<file path="config.mk">
export PLATFORM = sky130hd
export DESIGN_NAME = dmem_arbiter
export DESIGN_NICKNAME = d
export VERILOG_FILES = /design/src/rtl/dmem_pkg.sv /design/src/rtl/dmem_lane_align.sv /design/src/rtl/dmem_arbiter.sv
export SDC_FILE = /design/constraint.sdc
export NUM_CORES = 1
export LEC_CHECK = 0
export BUFFER_PORTS_ARGS = -buffer_cell sky130_fd_sc_hd__buf_4
export CORE_ASPECT_RATIO = 0.75
export CORE_MARGIN = 4
export CORE_UTILIZATION = 40
export CTS_CLUSTER_DIAMETER = 200
export CTS_CLUSTER_SIZE = 30
export DETAILED_ROUTE_END_ITERATION = 10
export GPL_ROUTABILITY_DRIVEN = 0
export GPL_TIMING_DRIVEN = 0
export PLACE_DENSITY = 0.64
export SKIP_CTS_REPAIR_TIMING = 1
export SLEW_MARGIN = 20
export SYNTH_ARGS = -nofsm -noshare
export SYNTH_HDL_FRONTEND = slang
export SYNTH_SLANG_ARGS = --single-unit
</file>
<file path="constraint.sdc">
create_clock -name clk -period 11.6 [get_ports clk]
set_input_delay 0.58 -clock clk [delete_from_list [all_inputs] [get_ports clk]]
set_output_delay 0.58 -clock clk [all_outputs]
set_load 0.03 [all_outputs]
</file>
<file path="src/rtl/dmem_pkg.sv">
// Shared types and constants for the data-memory arbiter: access-size encodings,
// FSM state enum, the latched request record and mask decode helpers.
package dmem_pkg;

    localparam logic [2:0] MASK_W  = 3'b000;
    localparam logic [2:0] MASK_HS = 3'b001;
    localparam logic [2:0] MASK_BS = 3'b010;
    localparam logic [2:0] MASK_HU = 3'b100;
    localparam logic [2:0] MASK_BU = 3'b101;

    typedef enum logic [2:0] {
        IDLE  = 3'd0,
        CHECK = 3'd1,
        READ  = 3'd2,
        WRITE = 3'd3,
        RESP  = 3'd4
    } state_t;

    typedef struct packed {
        logic        we;
        logic [31:0] addr;
        logic [31:0] wdata;
        logic [2:0]  mask;
    } req_t;

    function automatic logic mask_is_half(input logic [2:0] m);
        return (m == MASK_HS) || (m == MASK_HU);
    endfunction

    function automatic logic mask_is_byte(input logic [2:0] m);
        return (m == MASK_BS) || (m == MASK_BU);
    endfunction

    function automatic logic mask_is_legal(input logic [2:0] m);
        return (m == MASK_W) || mask_is_half(m) || mask_is_byte(m);
    endfunction

endpackage

</file>
<file path="src/rtl/dmem_lane_align.sv">
// Combinational byte-lane logic: load extract/extend and sub-word store merge
// against one 32-bit memory word.
module dmem_lane_align
    import dmem_pkg::*;
(
    input  logic [31:0] word,
    input  logic [31:0] wdata,
    input  logic [1:0]  offset,
    input  logic [2:0]  mask,
    output logic [31:0] load_data,
    output logic [31:0] merged
);

    logic [4:0]  shamt;
    logic [31:0] shifted;
    logic [31:0] lane;

    always_comb begin
        shamt     = {offset, 3'b000};
        shifted   = word >> shamt;
        load_data = word;
        lane      = 32'hFFFF_FFFF;
        if (mask_is_byte(mask)) begin
            lane      = 32'h0000_00FF;
            load_data = (mask == MASK_BU) ? {24'h0, shifted[7:0]}
                                          : {{24{shifted[7]}}, shifted[7:0]};
        end else if (mask_is_half(mask)) begin
            lane      = 32'h0000_FFFF;
            load_data = (mask == MASK_HU) ? {16'h0, shifted[15:0]}
                                          : {{16{shifted[15]}}, shifted[15:0]};
        end
        // A full-word lane with zero shift makes the merge collapse to wdata.
        merged = (word & ~(lane << shamt)) | ((wdata & lane) << shamt);
    end

endmodule

</file>
<file path="src/rtl/dmem_arbiter.sv">
// Two-port arbiter/sequencer for a single-port word memory; sub-word stores use
// read-modify-write. Define DMEM_ARB_FIXED_PRIO_EN for fixed port-0 priority.
module dmem_arbiter
    import dmem_pkg::*;
#(
    parameter int DEPTH = 16,
    parameter int AW    = $clog2(DEPTH)
) (
    input  logic        clk,
    input  logic        rst,
    input  logic        req0_i,
    input  logic        we0_i,
    input  logic [31:0] addr0_i,
    input  logic [31:0] wdata0_i,
    input  logic [2:0]  mask0_i,
    output logic        ack0_o,
    output logic        err0_o,
    output logic [31:0] rdata0_o,
    input  logic        req1_i,
    input  logic        we1_i,
    input  logic [31:0] addr1_i,
    input  logic [31:0] wdata1_i,
    input  logic [2:0]  mask1_i,
    output logic        ack1_o,
    output logic        err1_o,
    output logic [31:0] rdata1_o,
    output logic [31:0] mem_addr_o,
    output logic [31:0] mem_wdata_o,
    input  logic [31:0] mem_rdata_i,
    output logic [2:0]  mem_mask_o,
    output logic        mem_rd_wr_o,
    output logic        mem_cs_o,
    output state_t      dbg_state
);

    // Handshake: a requester raises reqN with we/addr/wdata/mask stable and holds
    // them until its one-cycle ackN; a request still high after ack is a new one
    // and is only considered again from IDLE.

    state_t      state;
    req_t        req_q;
    req_t        sel_req;
    logic        gnt;
    logic        pick;
    logic        bad;
    logic [31:0] widx;
    logic [31:0] load_data;
    logic [31:0] merged;
    logic        resp_fire;
    logic        resp_err;
    logic [31:0] resp_data;
`ifndef DMEM_ARB_FIXED_PRIO_EN
    logic        rr;
`endif

    assign mem_mask_o = MASK_W;
    assign dbg_state  = state;
    assign widx       = {{(32-AW){1'b0}}, req_q.addr[AW+1:2]};

    always_comb begin
`ifdef DMEM_ARB_FIXED_PRIO_EN
        pick = !req0_i;
`else
        pick = (req0_i && req1_i) ? rr : req1_i;
`endif
        sel_req = pick ? '{we1_i, addr1_i, wdata1_i, mask1_i}
                       : '{we0_i, addr0_i, wdata0_i, mask0_i};
    end

    always_comb begin
        bad = !mask_is_legal(req_q.mask)
           || ((req_q.mask == MASK_W) && (req_q.addr[1:0] != 2'b00))
           || (mask_is_half(req_q.mask) && req_q.addr[0])
           || (req_q.addr[31:2] >= 30'(DEPTH));
    end

    dmem_lane_align u_lane (
        .word      (mem_rdata_i),
        .wdata     (req_q.wdata),
        .offset    (req_q.addr[1:0]),
        .mask      (req_q.mask),
        .load_data (load_data),
        .merged    (merged)
    );

    // Response is raised on the edge that enters RESP, so ack lives in RESP only.
    always_comb begin
        resp_fire = 1'b0;
        resp_err  = 1'b0;
        resp_data = 32'h0;
        case (state)
            CHECK: if (bad) begin
                resp_fire = 1'b1;
                resp_err  = 1'b1;
            end
            READ: if (!req_q.we) begin
                resp_fire = 1'b1;
                resp_data = load_data;
            end
            WRITE:   resp_fire = 1'b1;
            default: resp_fire = 1'b0;
        endcase
    end

    always_ff @(posedge clk or posedge rst) begin
        if (rst) begin
            state       <= IDLE;
            req_q       <= '0;
            gnt         <= 1'b0;
            ack0_o      <= 1'b0;
            ack1_o      <= 1'b0;
            err0_o      <= 1'b0;
            err1_o      <= 1'b0;
            rdata0_o    <= 32'h0;
            rdata1_o    <= 32'h0;
            mem_cs_o    <= 1'b1;
            mem_rd_wr_o <= 1'b1;
            mem_addr_o  <= 32'h0;
            mem_wdata_o <= 32'h0;
`ifndef DMEM_ARB_FIXED_PRIO_EN
            rr          <= 1'b0;
`endif
        end else begin
            ack0_o      <= 1'b0;
            ack1_o      <= 1'b0;
            err0_o      <= 1'b0;
            err1_o      <= 1'b0;
            mem_cs_o    <= 1'b1;
            mem_rd_wr_o <= 1'b1;
            case (state)
                IDLE: if (req0_i || req1_i) begin
                    gnt   <= pick;
                    req_q <= sel_req;
`ifndef DMEM_ARB_FIXED_PRIO_EN
                    rr    <= ~pick;
`endif
                    state <= CHECK;
                end
                CHECK: begin
                    if (bad) begin
                        state <= RESP;
                    end else if (!req_q.we || (req_q.mask != MASK_W)) begin
                        state      <= READ;
                        mem_cs_o   <= 1'b0;
                        mem_addr_o <= widx;
                    end else begin
                        state       <= WRITE;
                        mem_cs_o    <= 1'b0;
                        mem_rd_wr_o <= 1'b0;
                        mem_addr_o  <= widx;
                        mem_wdata_o <= req_q.wdata;
                    end
                end
                READ: begin
                    if (req_q.we) begin
                        state       <= WRITE;
                        mem_cs_o    <= 1'b0;
                        mem_rd_wr_o <= 1'b0;
                        mem_wdata_o <= merged;
                    end else begin
                        state <= RESP;
                    end
                end
                WRITE:   state <= RESP;
                RESP:    state <= IDLE;
                default: state <= IDLE;
            endcase
            if (resp_fire) begin
                if (gnt) begin
                    ack1_o   <= 1'b1;
                    err1_o   <= resp_err;
                    rdata1_o <= resp_data;
                end else begin
                    ack0_o   <= 1'b1;
                    err0_o   <= resp_err;
                    rdata0_o <= resp_data;
                end
            end
        end
    end

endmodule

</file>
==> out/qor.txt <==
area of all sequential standard cells: 0.00448 sq mm
Worst R2R Start: req_q[44]$_DFFE_PP0P_
maximum number of pins on one net before global-route repair: 101
summed area of non-filler cells in the final layout: 0.0122 sq mm
initial antenna violation count: 0
area of the die: 0.0251 sq mm
Max clock buf depth: 2
Finish-stage setup viols: 0
sink count of the clock tree: 179
transition time at the pin with the least slew margin: 1.04 ns
drc violations: 0
cell area after placement: 0.0116 sq mm
worst setup path category: reg2reg
post-synthesis instance area: 0.00903 sq mm
die height: 138 um
FMAX: 355 MHz
number of violations of the max-capacitance limit: 0
proportion of synthesized chip area in sequential cells: 49.6%
number of nets at the end of the flow: 1312
via count of the first global-routing pass: 8066
Routed met1 length: 14500 um
final cycle utilization of the critical path: 24.3%
P per Cell Area: 216 mW/mm^2
top layer used by detailed routing: met4
global-route wire length before repair: 48700 um
area of the multi-input gates: 0.00381 sq mm
Synth Area per Inst: 11.1 sq um
endpoint arrival time on the critical path: 3.13 ns
path class of the lowest-slack min-delay path: in2async
number of enable-type register cells in the synthesized netlist: 0
min cycle time layout: 2.82 ns
dominant synthesized flop cell: sky130_fd_sc_hd__dfrtp_1
routed wire length per instance: 22.5 um
gate count of the mapped netlist: 810
status: finished clean
starting density of the core: 40.8%
die width: 182 um
capture point of the worst reg-to-reg path: mem_wdata_o[9]$_DFFE_PP0P_
maximum vdd drop: 0.127 mV
met3 WL post-DR: 3610 um
proportion of synthesized flip-flops having asynchronous set or reset: 100%
routed length on met2: 14000 um
Detailed Place HPWL: 25700 um
cts bufs inserted: 17
total of fill cells in the finished design: 2034
vias: 8143
RSZ-0062 raised after global routing: false
# rows: 47
total inserted antenna cells: 0
total grt overflow: 0
relative area change from synthesis to final layout: 35.3%
buffer cell driving the clock tree root: sky130_fd_sc_hd__clkbuf_16
number of max-slew violations in the final report: 0
core region area: 0.0221 sq mm
CTS H-tree lvls: 4
aggregate routed wire length: 32500 um
Antenna Violating Nets Remaining: 0
Max Clock Skew: 0.0150 ns
I/O Buffers: 280
via-per-instance ratio: 5.63
register-to-register path setup slack: 8.78 ns
count of cell types in the netlist: 66
first-pass iteration count of the detailed router: 7
top fanout value on the critical path: 10
final hold vios: 0
static leakage: 6.04 nW
clock tree from TritonCTS: yes
number of violations reported at the end of detailed-routing iteration 0: 1023
num ports: 312
capturing element type of the critical path: register
clock insertion delay at the later pin of the skew report: 0.44 ns
GRT Overall Usage: 25.1%
headroom to the max-slew limit: 30.4%
Synthesis Warnings: 0
share of cells above drive strength 1: 39.2%
clock slew at reported path FFs: 0.08 ns
final core occ: 55.3%
setup TNS after final layout: 0 ns
post-synthesis sequential element count: 179
required time at the worst-slack endpoint: 11.91 ns
Worst Reg2Reg Path Length in Cells: 6
Critical Path Source Type: register
[cell usage in the layout, fill, tap and decap left out, drive strengths merged, types with 7 or more instances in the layout]
cell type | synthesis | layout
a221o | 8 | 8
clkbuf | 43 | 61
a22oi | 10 | 10
mux2i | 9 | 9
nor4 | 7 | 7
o21a | 16 | 16
a221oi | 8 | 8
a222oi | 76 | 76
a22o | 9 | 9
o21ai | 34 | 34
o22ai | 13 | 13
nor3 | 8 | 8
nand2 | 46 | 46
conb | 1 | 31
a2bb2oi | 14 | 14
mux2 | 76 | 76
nor2 | 30 | 30
dfrtp | 177 | 177
o211ai | 7 | 7
inv | 77 | 84
buf | 52 | 333
a21oi | 13 | 13
nor2b | 11 | 11
a32o | 8 | 8
[final cells by class]
cell class | instances | area share, %
plain buffers | 95 | 4.62
repair buffers | 281 | 17.4
clock buffers | 18 | 3.51
multi-input cells | 489 | 31.2
flip-flops and latches | 179 | 36.7
well taps | 294 | 3.01
clock inverters | 14 | 1.15
inverters | 77 | 2.43
[flip-flops by register name (all words and copies together) (netlist names)]
name,cells
ack0_o,1
ack1_o,1
dbg_state,3
err0_o,1
err1_o,1
gnt,1
mem_addr_o,4
mem_cs_o,1
mem_rd_wr_o,1
mem_wdata_o,32
rdata0_o,32
rdata1_o,32
req_q,68
rr,1
[stage by stage]
step	cells	hold WS (ns)	power, mW	setup WS, ns
5_1_grt	1447	0.243	2.79	8.60
3_5_place_dp	1415	0.465	2.06	8.83
2_1_floorplan	840	0.441	1.67	6.16
4_1_cts	1447	0.226	2.62	8.80
6_report	1447	0.211	2.64	8.78
3_3_place_gp	1414	0.461	2.04	4.06
[layer usage]
metal / GRT usage, % / vias up
met3: 7.90 / 36
met1: 36.8 / 3983
li1: - / 3679
met4: 6.24 / 0
met2: 36.5 / 445
met5: 0 / -
[cell families (layout without fill, tap and decap cells)]
kind of cell              count (synthesis)  after routing  share of synthesized area, %
AOI/OAI and AO/OA                       241            241                          22.4
xor gates and xnor gates                  1              1                        0.0970
buffers and inverters                   172            485                          9.45
DFF                                     179            179                          49.6
muxes                                    86             86                          11.1
other                                     1             31                        0.0415
and+or+nand+nor                         130            130                          7.29
[synthesized netlist by cell type (11+ instances only)]
| master | instances | area [sq um] |
|---|---|---|
| sky130_fd_sc_hd__a21oi_1 | 13 | 65.1 |
| sky130_fd_sc_hd__a222oi_1 | 76 | 761 |
| sky130_fd_sc_hd__a2bb2oi_1 | 14 | 123 |
| sky130_fd_sc_hd__buf_4 | 31 | 233 |
| sky130_fd_sc_hd__clkbuf_1 | 43 | 161 |
| sky130_fd_sc_hd__dfrtp_1 | 177 | 4430 |
| sky130_fd_sc_hd__inv_1 | 77 | 289 |
| sky130_fd_sc_hd__mux2_2 | 67 | 754 |
| sky130_fd_sc_hd__nand2_1 | 46 | 173 |
| sky130_fd_sc_hd__nor2_1 | 29 | 109 |
| sky130_fd_sc_hd__nor2b_1 | 11 | 68.8 |
| sky130_fd_sc_hd__o21a_1 | 16 | 120 |
| sky130_fd_sc_hd__o21ai_0 | 31 | 155 |
| sky130_fd_sc_hd__o22ai_1 | 12 | 75.1 |
[worst max-delay path: stages (launching register included)]
cell and delay, ns:
sky130_fd_sc_hd__dfrtp_1 0.39, sky130_fd_sc_hd__nor4_1 0.38, sky130_fd_sc_hd__nand4_1 0.33, sky130_fd_sc_hd__nor4_4 0.66, sky130_fd_sc_hd__o221ai_4 0.33, sky130_fd_sc_hd__buf_6 0.25
sky130_fd_sc_hd__a221o_1 0.33
[worst max-delay path by stage]
stage | startpoint | to | slack (ns) | cells after the start
CTS | req_q[44]$_DFFE_PP0P_ | mem_wdata_o[9]$_DFFE_PP0P_ | 8.80 | 6
global route | dbg_state[0]$_DFFE_PP0P_ | req_q[18]$_DFFE_PP0P_ | 8.60 | 7
finish | req_q[44]$_DFFE_PP0P_ | mem_wdata_o[9]$_DFFE_PP0P_ | 8.78 | 6
global placement | rst | req_q[3]$_DFFE_PP0P_ | 4.06 | 2
detailed placement | req_q[44]$_DFFE_PP0P_ | mem_wdata_o[9]$_DFFE_PP0P_ | 8.83 | 6
floorplan | rst | ack0_o$_DFF_PP0_ | 6.16 | 1
[report_power, final]
group          switching, mW  total [mW]  internal, mW
combinational          0.674        1.15         0.477
clock                  0.277       0.562         0.286
sequential             0.175       0.930         0.756
(Power assumes the default switching activity.)
